**config.mk**
```make
export PLATFORM = sky130hd
export DESIGN_NAME = bcd_step_sequencer
export DESIGN_NICKNAME = d
export VERILOG_FILES = /design/src/rtl/bcd_step_sequencer_pkg.sv /design/src/rtl/bcd_digit_step.sv /design/src/rtl/bcd_step_sequencer.sv
export SDC_FILE = /design/constraint.sdc
export NUM_CORES = 1
export LEC_CHECK = 0
export ABC_CLOCK_PERIOD_IN_PS = 3300
export CORE_MARGIN = 1
export CORE_UTILIZATION = 55
export CTS_CLUSTER_DIAMETER = 30
export CTS_CLUSTER_SIZE = 16
export DETAILED_ROUTE_END_ITERATION = 8
export PLACE_DENSITY = 0.79
export SLEW_MARGIN = 20
export SYNTH_ARGS = -nofsm -noshare
export SYNTH_HDL_FRONTEND = slang
export SYNTH_SLANG_ARGS = --single-unit
```
**constraint.sdc**
```tcl
create_clock -name CLOCK_50 -period 3.3 [get_ports CLOCK_50]
set_clock_uncertainty 0.05 [all_clocks]
set_input_delay 0.66 -clock CLOCK_50 [delete_from_list [all_inputs] [get_ports CLOCK_50]]
set_output_delay 0.66 -clock CLOCK_50 [all_outputs]
set_load 0.02 [all_outputs]
```
**src/rtl/bcd_step_sequencer_pkg.sv**
```systemverilog
// bcd_step_sequencer_pkg: shared FSM encoding and BCD constants for the step sequencer
package bcd_step_sequencer_pkg;
  typedef enum logic [1:0] {IDLE = 2'd0, RUN = 2'd1, HOLD = 2'd2} state_t;
  localparam int DIGIT_W = 4;
  localparam int TICK_DIV_DEFAULT = 50_000_000;
  localparam logic [DIGIT_W-1:0] BCD_MAX = 4'd9;
endpackage

```
**src/rtl/bcd_digit_step.sv**
```systemverilog
// bcd_digit_step: advances one BCD digit by 1 or 2 and reports the decimal carry
module bcd_digit_step
  import bcd_step_sequencer_pkg::*;
(
  input  logic [DIGIT_W-1:0] digit_i,
  input  logic               step2_i,
  output logic [DIGIT_W-1:0] next_o,
  output logic               carry_o
);
  logic [DIGIT_W-1:0] sum;
  // A legal digit plus 2 peaks at 11, so four bits never overflow
  always_comb begin
    sum = digit_i + (step2_i ? 4'd2 : 4'd1);
    carry_o = sum > BCD_MAX;
    next_o = carry_o ? sum - 4'd10 : sum;
  end
endmodule

```
**src/rtl/bcd_step_sequencer.sv**
```systemverilog
// bcd_step_sequencer: two-digit BCD counter advancing by 1 or 2 on each prescaled tick
module bcd_step_sequencer
  import bcd_step_sequencer_pkg::*;
#(
  parameter int TICK_DIV = TICK_DIV_DEFAULT
) (
  input  logic               CLOCK_50,
  input  logic               reset,
  input  logic               start,
  input  logic               stop,
  input  logic               step2,
  input  logic               load,
  input  logic [7:0]         load_val,
  output logic [DIGIT_W-1:0] tens,
  output logic [DIGIT_W-1:0] ones,
  output logic               running,
  output logic               wrap,
  output logic               load_err
);
  localparam int PW = $clog2(TICK_DIV);
  localparam logic [PW-1:0] LAST = PW'(TICK_DIV - 1);
  state_t state_q, state_d;
  logic [PW-1:0] pre_q, pre_d;
  logic [DIGIT_W-1:0] tens_q, tens_d, ones_q, ones_d, ones_nx;
  logic wrap_q, wrap_d, err_q, err_d, tick, carry, valid, ld_ok, ld_req;
  bcd_digit_step u_ones (
    .digit_i (ones_q),
    .step2_i (step2),
    .next_o  (ones_nx),
    .carry_o (carry)
  );
  always_comb begin
    tick = state_q == RUN && pre_q == LAST;
    valid = load_val[7:4] <= BCD_MAX && load_val[3:0] <= BCD_MAX;
    ld_req = load && state_q != RUN;
    ld_ok = ld_req && valid;
    state_d = state_q == RUN ? (stop ? HOLD : RUN) : (start && !stop ? RUN : state_q);
    // Prescaler restarts from 0 on every entry to RUN
    pre_d = state_q == RUN && state_d == RUN ? (tick ? '0 : pre_q + 1'b1) : '0;
    ones_d = ld_ok ? load_val[3:0] : tick ? ones_nx : ones_q;
    tens_d = ld_ok ? load_val[7:4] : tick && carry ? (tens_q == BCD_MAX ? '0 : tens_q + 1'b1) : tens_q;
    wrap_d = tick && carry && tens_q == BCD_MAX;
    err_d = ld_req && !valid;
  end
  always_ff @(posedge CLOCK_50) begin
    if (reset) begin
      state_q <= IDLE;
      pre_q <= '0;
      tens_q <= '0;
      ones_q <= '0;
      wrap_q <= 1'b0;
      err_q <= 1'b0;
    end else begin
      state_q <= state_d;
      pre_q <= pre_d;
      tens_q <= tens_d;
      ones_q <= ones_d;
      wrap_q <= wrap_d;
      err_q <= err_d;
    end
  end
  assign tens = tens_q;
  assign ones = ones_q;
  assign running = state_q == RUN;
  assign wrap = wrap_q;
  assign load_err = err_q;
endmodule

```
==> run_results.csv, run 1 <==
group,metric,value,unit
sta,tns,0,ns
placement,finalWeightedCongestion,0.775,
min_path,holdCritStartpoint,"pre_q[0]",
synth,yosys_most_used_dff,"dfxtp_1",
sta,fmax,0.328,GHz
cts,clockBufferDepth,2,
detailed_routing,routed_wl,4010,um
detailed_routing,drtIter0Drc,113,
detailed_routing,ant_nets,0,
floorplan,rows,21,
power_and_ir_drop,leakagePower,0.000890,uW
setup_path,crit_fanout,5,
detailed_routing,vias_per_cell,5.44,
synth,postSynthCellCount,239,
floorplan,fp.coreArea,3390,um^2
final_layout,diodes,0,
detailed_routing,firstDrtPassIters,4,
power_and_ir_drop,internal-power,783,uW
setup_path,critPathRequiredTime,3.47,ns
final_layout,multiInputGateArea,1150,um^2
cts,cts_num_sinks,38,
placement,dpl_cell_area,2310,um^2
synth,synth.avg_cell_area,8.32,um^2
global_route,grt_pass1_vias,1616,
cts,path_clk_slew,0.11,ns
cts,cts_hold_buf,0,
global_route,grt_overflow,0,
power_and_ir_drop,clkPwrFrac,41.0,%
setup_path,r2r_slack,0.78,ns
min_path,worstHoldPathCells,1,
synth,syn_nets,258,
min_path,hold_end,"pre_q[0]",
floorplan,die_w,62.1,um
floorplan,initial_utilization,58.7,%
sta,worst_pin_slew,0.639,ns
synth,synth_edf_count,0,
final_layout,layout.nets,289,
final_layout,regArea,761,um^2
synth,synth_warnings,0,
synth,synth_seq_cells,38,
detailed_routing,drc,0,
setup_path,critical-path-max-stage-delay,0.48,ns
setup_path,worstSetupStartpointType,"input pin",
sta,setup_viol,0,
sta,drv_slew,0,
sta,rsz0062_at_grt,"false",
power_and_ir_drop,pwr-share-seq,47.9,%
power_and_ir_drop,switching_share,22.0,%
status,outcome,"finished, final reports clean",
setup_path,critPathTopFamily,"buffers and inverters",
placement,port_buffers,24,
final_layout,final_area,2430,um^2
synth,ys_seq_area_share,38.2,%
placement,place_hpwl,2870,um
synth,syn-cell-area,1990,um^2
cts,cts_made_buffers,5,
detailed_routing,num_vias,1723,
cts,post_cts_buffers,0,
power_and_ir_drop,power_frac_comb,11.1,%
setup_path,reg2regPathDepth,8,
sta,hold_violations,0,
setup_path,r2r-start,"ones[0]",
power_and_ir_drop,vdd_drop_max,0.252,mV
cts,clk_latency,0.35,ns
cts,cts_max_level,2,
setup_path,crit_type,"in2reg",
global_route,grt_first_pass_wirelength,7020,um
floorplan,die-area,3860,um^2
power_and_ir_drop,power_density,413,nW/um^2
sta,worst_slack,0.255,ns
sta,fin_crit,3.05,ns
setup_path,r2r_end,"tens[2]",
final_layout,drive_gt1_share,8.12,%
final_layout,syn2layout_area_growth,21.9,%
setup_path,crit_chain,"clkdlybuf4s50_1 > inv_1 > ha_1 > fa_1 > xnor2_1 > a2111oi_0 > nor4b_4 > buf_4 > mux2i_1 > o21ai_0",
setup_path,worstPathArrival,3.22,ns
placement,place_ws,-0.0670,ns
sta,min_period_over_period,92.3,%
setup_path,cp_slowest_cell,"clkdlybuf4s50_1",
job,max-cap-violations,0,
setup_path,path_buf_inv,3,
cts,clockRootBuffer,"clkbuf_4",
min_path,hp-class,"reg2reg",
floorplan,ios,25,
synth,synthDistinctLibCells,45,
setup_path,cp-end-kind,"flip-flop",
detailed_routing,wl_per_cell,12.7,um
floorplan,die_h,62.1,um
global_route,grt_usage,22.6,%
global_route,grt_max_degree,26,
synth,async_flop_share,0,%
cts,cts_resized,0,
global_route,antenna_found_initial,0,
power_and_ir_drop,switchingPower,220,uW
final_layout,fillers,281,
setup_path,crit_cells,10,
sta,slew-limit-headroom,57.2,%
cts,cts_tree,"built",
-- Yosys cell counts, drive strengths merged (2+ instances only) --
| cell type | n | area share [%] |
|---|---|---|
| mux2i | 6 | 3.0 |
| ha | 4 | 2.5 |
| or3 | 5 | 1.6 |
| a21oi | 9 | 2.5 |
| nor3 | 8 | 2.3 |
| xor2 | 17 | 7.5 |
| nand2 | 24 | 4.5 |
| nand4 | 8 | 2.5 |
| nand3b | 2 | 0.75 |
| nand3 | 17 | 4.3 |
| clkbuf | 7 | 1.3 |
| xnor2 | 8 | 3.5 |
| dfxtp | 38 | 38 |
| o21ai | 9 | 2.3 |
| inv | 8 | 1.5 |
| a31oi | 2 | 0.63 |
| a21o | 2 | 0.75 |
| and4 | 3 | 1.3 |
| buf | 3 | 1.1 |
| and3 | 8 | 2.5 |
| nor2 | 31 | 5.8 |
-- sequential cells by signal (all words and copies together), names as in the netlist --
name and count:
load_err 1, state_q 2, tens 4, wrap 1, pre_q 26, ones 4
-- worst max path at each step --
stage,start,to
6_report,step2,tens[2]
5_1_grt,step2,ones[2]
4_1_cts,step2,tens[2]
3_5_place_dp,step2,tens[3]
3_3_place_gp,step2,tens[3]
2_1_floorplan,step2,tens[3]
-- power groups by stage --
| stage | combinational [uW] | clock (uW) | sequential [uW] |
|---|---|---|---|
| after global placement | 109 | 0 | 490 |
| after detailed placement | 111 | 0 | 491 |
| after floorplan | 59.1 | 0 | 491 |
| after CTS | 112 | 415 | 480 |
| final | 112 | 411 | 480 |
| after global routing | 124 | 436 | 483 |
-- layer usage --
metal	track usage [%]	part of all wire [%]	up-vias
met5	0	0	-
met1	29.4	49	799
met4	7.56	0.57	0
met2	35.9	47	23
met3	6.62	3.4	4
li1	-	-	897
-- worst register-to-register path, delay by kind of cell (launching register included) --
kind | cells | cell delay (ns)
AO/OA/AOI/OAI | 2 | 0.58
AND/OR/NAND/NOR | 1 | 0.27
multiplexers | 1 | 0.22
adder cells (fa/ha/maj) | 2 | 0.60
XOR/XNOR | 1 | 0.16
buffers and inverters | 1 | 0.19
flip-flops | 1 | 0.34
-- layout by cell type, fill, tap and decap left out, types with 2 or more instances in the layout --
| cell type | netlist | routed |
|---|---|---|
| xor2_1 | 17 | 17 |
| dfxtp_1 | 38 | 38 |
| and3_1 | 8 | 8 |
| xnor2_1 | 8 | 8 |
| nand3b_1 | 2 | 2 |
| clkbuf_4 | 0 | 5 |
| a31oi_1 | 2 | 2 |
| nor2_1 | 31 | 31 |
| nand4_1 | 8 | 8 |
| nor3_1 | 7 | 7 |
| bufinv_16 | 0 | 2 |
| and4_1 | 3 | 3 |
| clkdlybuf4s50_1 | 0 | 24 |
| inv_1 | 8 | 8 |
| buf_4 | 0 | 10 |
| a21oi_1 | 8 | 8 |
| nand2_1 | 24 | 24 |
| a21o_1 | 2 | 2 |
| mux2i_1 | 6 | 6 |
| nand3_1 | 17 | 17 |
| o21ai_0 | 8 | 8 |
| or3_1 | 5 | 5 |
| ha_1 | 4 | 4 |
-- stage by stage --
step / utilization, % / hold WS, ns / cells / total power, uW
2_1_floorplan: - / 0.380 / 239 / 550
3_3_place_gp: 68.3 / 0.396 / 309 / 599
3_5_place_dp: 68.3 / 0.403 / 309 / 601
4_1_cts: 71.6 / 0.430 / 317 / 1010
5_1_grt: 71.6 / 0.475 / 317 / 1040
6_report: 71.6 / 0.431 / 317 / 1000
-- cell type report --
type	instances	area share [%]
repair buffers	34	13.0
clock inverters	2	2.48
flip-flops and latches	38	31.4
clock buffers	6	2.11
inverters	8	1.24
well taps	46	2.37
multi-input cells	183	47.4
-- cells by family after synthesis --
group | synth area share, %
AOI/OAI and AO/OA | 10.1
buffers and inverters | 3.90
adders and majority gates | 3.52
and+or+nand+nor | 29.7
xor gates and xnor gates | 11.0
DFF | 38.2
muxes | 3.58
Power figures use the tool's default switching activity.
==> inputs of run 2 (changes only) <==
CORE_UTILIZATION = 50   (was 55)
PLACE_DENSITY = 0.73   (was 0.79)
==> run_results.csv, run 2 (synthesized netlist as in run 1, its figures left out) <==
group,metric,value,unit
status,outcome,"finished, final reports clean",
cts,path_clk_slew,0.08,ns
cts,post_cts_buffers,0,
cts,cts_max_level,2,
placement,port_buffers,24,
final_layout,diodes,0,
global_route,grt_overflow,0,
global_route,grt_first_pass_wirelength,6800,um
power_and_ir_drop,switching_share,22.7,%
final_layout,final_cell_mix,"38 x dfxtp_1, 31 x nor2_1, 24 x nand2_1, 24 x clkdlybuf4s50_1",
floorplan,die_w,65.1,um
sta,setup_viol,0,
final_layout,layout.nets,289,
sta,drv_slew,0,
power_and_ir_drop,switchingPower,243,uW
global_route,grt_usage,21.3,%
final_layout,final_area,2450,um^2
sta,hold_slack,0.420,ns
setup_path,critPathRequiredTime,3.43,ns
floorplan,ios,25,
floorplan,die-area,4230,um^2
detailed_routing,routed_wl,4060,um
power_and_ir_drop,power_density,436,nW/um^2
sta,rsz0062_at_grt,"false",
sta,hold_violations,0,
final_layout,drive_gt1_share,8.12,%
cts,cts_made_buffers,5,
detailed_routing,drc,0,
final_layout,final_util,65.6,%
cts,clockRootBuffer,"clkbuf_8",
detailed_routing,firstDrtPassIters,4,
final_layout,regMostFlops,"pre_q",
sta,min_period_over_period,91.9,%
floorplan,die_h,65.1,um
detailed_routing,wl_per_cell,12.7,um
power_and_ir_drop,leakagePower,0.000900,uW
placement,place_hpwl,2890,um
setup_path,worstPathArrival,3.16,ns
detailed_routing,drtIter0Drc,63,
cts,cts_hold_buf,0,
cts,clk_latency,0.30,ns
job,max-cap-violations,0,
detailed_routing,vias_per_cell,5.39,
detailed_routing,num_vias,1721,
cts,cts_tree,"built",
final_layout,layout_commonest_cell,"dfxtp_1",
setup_path,crit_fanout,5,
detailed_routing,ant_nets,0,
placement,finalWeightedCongestion,0.727,
power_and_ir_drop,clkPwrFrac,44.8,%
global_route,antenna_found_initial,0,
global_route,grt_max_degree,26,
sta,tns,0,ns
global_route,grt_pass1_vias,1569,
sta,worst_pin_slew,0.642,ns
sta,fin_crit,3.03,ns
cts,cts_num_sinks,38,
min_path,hp-class,"reg2reg",
final_layout,largest_reg_flops,26,
floorplan,fp.coreArea,3740,um^2
power_and_ir_drop,pwr-share-seq,44.8,%
floorplan,initial_utilization,53.1,%
sta,slew-limit-headroom,57.0,%
setup_path,cp-end-kind,"flip-flop",
power_and_ir_drop,total_power,1070,uW
cts,cts_resized,0,
cts,clockBufferDepth,2,
final_layout,syn2layout_area_growth,23.4,%
power_and_ir_drop,internal-power,828,uW
setup_path,worstSetupStartpointType,"input pin",
placement,dpl_cell_area,2320,um^2
setup_path,crit_type,"in2reg",
sta,fmax,0.330,GHz
floorplan,rows,22,
power_and_ir_drop,vdd_drop_max,0.350,mV
power_and_ir_drop,power_frac_comb,10.4,%
[run 2: worst max-delay path: stages]
cell             delay (ns)
clkdlybuf4s50_1        0.47
inv_1                  0.04
ha_1                   0.22
fa_1                   0.41
xnor2_1                0.15
a2111oi_0              0.48
nor4b_4                0.27
buf_4                  0.19
mux2i_1                0.19
o21ai_0                0.08
[run 2: power groups by stage]
stage / combinational, uW / clock (uW) / sequential, uW
detailed placement: 111 / 0 / 491
finish: 111 / 480 / 480
global route: 123 / 507 / 482
floorplan: 59.1 / 0 / 491
global placement: 109 / 0 / 490
CTS: 112 / 489 / 480
[run 2: metrics by stage]
stage | setup WS [ns] | instances
after detailed placement | -0.0662 | 311
final | 0.267 | 319
after global routing | 0.0944 | 319
after global placement | 0.00122 | 311
after CTS | 0.247 | 319
after floorplan | 0.517 | 239
[run 2: cell type report]
type                    instances  area (um^2)
clock buffers                   5         68.8
well taps                      48         60.1
repair buffers                 34          315
clock inverters                 3         68.8
inverters                       8         30.0
fillers                       339         1290
flip-flops and latches         38          761
multi-input cells             183         1150
[run 2: worst paths after layout]
| path | end | start | cells after the start | slack [ns] |
|---|---|---|---|---|
| setup / recovery | tens[1] | step2 | 10 | 0.27 |
| hold reg to reg | pre_q[0] | pre_q[0] | 1 | 0.42 |
| hold / removal | pre_q[0] | pre_q[0] | 1 | 0.42 |
| setup reg to reg | tens[1] | ones[0] | 8 | 0.83 |
[run 2: metal layers]
metal / up-vias / track usage [%] / share of wire [%]
met5: - / 0 / 0
met4: 0 / 11.4 / 2.8
met3: 10 / 5.63 / 3.2
met2: 26 / 35.3 / 48
met1: 786 / 24.8 / 46
li1: 899 / - / -
==> RTL change 1 (settings of run 2) <==
The package constant `TICK_DIV_DEFAULT` goes from 50_000_000 to 12_500_000.
--- a/src/rtl/bcd_step_sequencer_pkg.sv
+++ b/src/rtl/bcd_step_sequencer_pkg.sv
@@ -3,5 +3,5 @@
   typedef enum logic [1:0] {IDLE = 2'd0, RUN = 2'd1, HOLD = 2'd2} state_t;
   localparam int DIGIT_W = 4;
-  localparam int TICK_DIV_DEFAULT = 50_000_000;
+  localparam int TICK_DIV_DEFAULT = 12_500_000;
   localparam logic [DIGIT_W-1:0] BCD_MAX = 4'd9;
 endpackage
Behaviour: same outputs for any inputs over 10 cycles, from zero or initial values and one cycle with reset high; that may be too few to reach the edited logic, so the function may still have changed.
==> RTL change 1 against run 2 <==
Synthesized area is 7.8% lower. Setup slack better by 0.20 ns. Utilization is 1.0 points lower. Wire length is 7.0% lower. Total power is 20% lower. Fmax is 7.1% higher. Largest power group unchanged. Critical endpoint unchanged. Count of clock-buffer cells in the layout is 1 higher. Register-to-register slack better by 0.22 ns. Sequential cell count is 2 lower. Combinational power is 12% lower. Design area is 10% lower.
==> RTL change 1: results (changes against run 2) <==
- Post-synthesis cell type count: 43 (-4.4%)
- Post-DP HPWL: 2.69 mm (-7.0%)
- Initial antenna violation count: 0 (unchanged)
- Setup slack, reg-to-reg: 1.05 ns (+0.22 ns)
- Clock Latency Late Sink: 0.34 ns (+0.04 ns)
- First-pass GRT wire length: 6.69 mm (-1.6%)
- Status: finished clean
- WHS Path Cells: 1 (unchanged)
- Pin count of the biggest net entering global routing: 25 (-3.8%)
- Most flops, register: pre_q
- Number of flip-flops in the largest register: 24 (-7.7%)
- Vias/cell: 5.48 (+1.6%)
- Syn Nets: 238 (-7.8%)
- Max FO, Critical Path: 7 (+2)
- Vias in the first global route: 1521 (-3.1%)
- Placed cell areas: 2130 µm² (-8.2%)
- Cell Area, Synth: 1830 µm² (-7.8%)
- Ys async rst share: 0% (unchanged)
- Worst EP arrival: 3.02 ns (-0.14 ns)
- Static Leak: 0.000780 µW (-13%)
- Crit-path max cell delay: 0.54 ns (+0.06 ns)
- Clock Tree Root: clkbuf_4
- Postcts setup bufs: 0 (unchanged)
- Post-synthesis xor/xnor area fraction: 11.0% (-0.024 points)
- Synth Area in Compound Gates: 10.1% (+0.033 points)
- Switching power of the nets: 205 µW (-16%)
- Cell family with most CP delay: adder cells
- TritonRoute pass-1 iters: 4 (unchanged)
- Adder-Cell Fraction of Synth Area: 3.82% (+0.30 points)
- Max Buffers Root-to-Sink: 2 (unchanged)
- Critical-path top delay cell: clkdlybuf4s50_1
- Max-Cap Viols: 0 (unchanged)
- H-tree levels: 2 (unchanged)
- Synth top area cells: dfxtp_1 (39%), xor2_1 (7.6%), nor2_1 (7.0%)
- Mux share of post-synthesis cell area: 0.546% (-3.0 points)
- Most frequent cells after synthesis: dfxtp_1 (36), nor2_1 (34), nand2_1 (20), xor2_1 (16), nand3_1 (15)
- Layout cells sized above 1: 6.05% (-2.1 points)
- Slew @ Worst Pin: 0.838 ns (+0.196 ns)
- Worst VDD drop: 264 µV (-25%)
- Total track usage: 21.5% (+0.23 points)
- Iteration-0 DRC Markers: 74 (+17%)
- R2R cell count: 7 (-1)
- Final wirelength: 3.78 mm (-7.0%)
- Placer Congestion: 0.824 (+13%)
- Worst-path clk slew: 0.11 ns (+0.03 ns)
- Fin. Hold Viols: 0 (unchanged)
- Layout Nets: 266 (-8.0%)
- Sequential area share after synthesis: 39.3% (+1.1 points)
## RTL change 1: changes by cell type in the layout (fill, tap and decap cells not counted), moves of 4 or more
cell      delta
clkbuf_8     -5
a21oi_1      -4
nand2_1      -4
clkbuf_4     +5
mux2i_1      -5
buf_4        -7
## RTL change 1: routing by layer
| metal | global-route usage (%) | routed length, µm |
|---|---|---|
| met5 | 0 | 0 |
| met4 | 9.59 | 48 |
| met3 | 5.84 | 237 |
| met2 | 33.4 | 1720 |
| met1 | 27.7 | 1780 |
## RTL change 1: through the flow
stage | util (%) | hold slack, ns | power, µW | worst slack, ns | cells
2_1_floorplan | - | 0.380 | 514 | 0.830 | 219
3_3_place_gp | 62.3 | 0.393 | 559 | 0.200 | 286
3_5_place_dp | 62.3 | 0.399 | 560 | 0.180 | 286
4_1_cts | 64.5 | 0.426 | 860 | 0.497 | 294
5_1_grt | 64.5 | 0.443 | 893 | 0.323 | 294
6_report | 64.5 | 0.418 | 856 | 0.467 | 294
## RTL change 1: layout make-up
| class | count | area [µm²] |
|---|---|---|
| Fill cell | 281 | 1210 |
| Multi-Input combinational cell | 169 | 1060 |
| Sequential cell | 36 | 721 |
| Timing Repair Buffer | 27 | 263 |
| Tap cell | 46 | 57.6 |
| Clock buffer | 6 | 41.3 |
| Clock inverter | 2 | 35.0 |
| Inverter | 8 | 30.0 |
## RTL change 1: power groups by stage
stage | sequential (µW) | combinational (µW) | clock (µW)
after floorplan | 469 | 45.0 | 0
after global placement | 463 | 96.8 | 0
after detailed placement | 463 | 96.9 | 0
after CTS | 453 | 98.0 | 310
after global routing | 455 | 109 | 330
final | 453 | 98.0 | 305
## RTL change 1: cells by family (layout without fill, tap and decap cells)
| group | Yosys count | after routing |
|---|---|---|
| adder cells (fa/ha/maj) | 5 | 5 |
| flip-flops | 36 | 36 |
| multiplexers | 1 | 1 |
| AND/OR/NAND/NOR | 113 | 113 |
| XOR/XNOR | 23 | 23 |
| AO/OA/AOI/OAI | 27 | 27 |
| buffers and inverters | 14 | 43 |
## RTL change 1: final timing paths
kind / from / endpoint
worst max-delay path: step2 / tens[1]
worst max register to register: pre_q[0] / pre_q[3]
worst min register to register: pre_q[0] / pre_q[0]
worst min-delay path: pre_q[0] / pre_q[0]
==> RTL change 2 (settings of run 2) <==
Without the edit above. Re-encode `state_t` (3 states) as one-hot, 3 bits wide.
--- a/src/rtl/bcd_step_sequencer_pkg.sv
+++ b/src/rtl/bcd_step_sequencer_pkg.sv
@@ -1,5 +1,5 @@
 // bcd_step_sequencer_pkg: shared FSM encoding and BCD constants for the step sequencer
 package bcd_step_sequencer_pkg;
-  typedef enum logic [1:0] {IDLE = 2'd0, RUN = 2'd1, HOLD = 2'd2} state_t;
+  typedef enum logic [2:0] {IDLE = 3'b001, RUN = 3'b010, HOLD = 3'b100} state_t;
   localparam int DIGIT_W = 4;
   localparam int TICK_DIV_DEFAULT = 50_000_000;
Check against the original RTL: same outputs for any inputs over 10 cycles, from zero or initial values and one cycle with reset high; not proved beyond that.
==> RTL change 2 against run 2 <==
Highest routed layer unchanged. Worst hold slack worse by 0.014 ns. Wire length up 1.1%. Setup slack better by 0.12 ns. Synthesized area up 0.38%. Critical path type unchanged. Die area up 0.37%. Design area down 2.3%. Clock power down 15%. Total power down 7.8%. Sequential cell count up 1.
==> RTL change 2: results (changes against run 2) <==
- Pin count of the biggest net entering global routing: 27 (+3.8%)
- Reg2reg end: pre_q[21]
- Syn Nets: 254 (-1.6%)
- Vias/cell: 5.55 (+2.9%)
- Layout Nets: 282 (-2.4%)
- CP Capture Point: tens[0]
- Status: finished clean
- Placed Instances: 304 (-2.3%)
- Synth top area cells: dfxtp_1 (39%), nor2_1 (7.0%), xor2_1 (5.7%)
- Post-DP HPWL: 3.01 mm (+4.2%)
- Crit Reg-Reg Startpoint: pre_q[0]
- Vias in the first global route: 1505 (-4.1%)
- Static Leak: 0.000799 µW (-11%)
- Layout cells sized above 1: 10.2% (+2.1 points)
- Post-Syn Instances: 235 (-1.7%)
- First-pass GRT wire length: 6.80 mm (+0.10%)
- Iteration-0 DRC Markers: 88 (+40%)
- WHS Path Cells: 2 (+1)
- Pre-CTS WS: 0.133 ns (+0.199 ns)
- Crit-path max cell delay: 0.54 ns (+0.06 ns)
- Hold Crit Start: state_q[1]
- DR WL/cell: 13.2 µm (+3.4%)
- Setup slack, reg-to-reg: 0.89 ns (+0.06 ns)
- Worst VDD drop: 379 µV (+8.1%)
- Sequential area share after synthesis: 39.1% (+0.86 points)
## RTL change 2: cell types whose count changed after synthesis, moves of 3 or more
cell	change
or3_1	-3
nor4_1	+5
xnor2_1	+3
nand4_1	-4
nor2_1	+6
mux2i_1	-5
xor2_1	-4
a21oi_1	-4
nor3_1	-3
clkbuf_1	-6
## RTL change 2: metrics by stage
step	hold WS (ns)	area (µm²)
3_3_place_gp	0.389	2280
2_1_floorplan	0.379	2000
3_5_place_dp	0.397	2280
6_report	0.407	2400
5_1_grt	0.440	2400
4_1_cts	0.409	2400
## RTL change 2: worst register-to-register path: cells and delay by family, from the launching register on
family,cells,cell delay (ns)
simple gates,4,1.35
flops,1,0.33
fa+ha+maj,1,0.24
compound gates,1,0.22
buf+inv,1,0.16
## RTL change 2: area by class of cell
type                    count  area [µm²]
flip-flops and latches     39         781
well taps                  48        60.1
clock buffers               6        82.6
clock inverters             2        35.0
repair buffers             27         263
multi-input cells         183        1140
inverters                   7        31.3
fillers                   344        1350
## RTL change 2: metal layers
metal | wire, µm | GRT usage [%] | up-vias
met5 | 0 | 0 | -
met2 | 1930 | 34.3 | 33
met4 | 63 | 8.97 | 0
met1 | 1960 | 26.0 | 803
met3 | 153 | 4.69 | 7
li1 | - | - | 889
## RTL change 2: power groups by stage
stage               Clock [µW]  Sequential (µW)  Combinational [µW]
detailed placement           0              499                91.6
floorplan                    0              504                43.2
CTS                        417              487                92.3
finish                     408              487                92.3
global route               441              489                 101
global placement             0              498                91.1
## RTL change 2: cell families after synthesis
group,count (synthesis),share of synthesized area (%)
DFF,39,39.1
muxes,1,0.501
buffers and inverters,13,3.57
and+or+nand+nor,128,34.5
xor gates and xnor gates,24,10.5
AOI/OAI and AO/OA,25,8.33
adders and majority gates,5,3.51
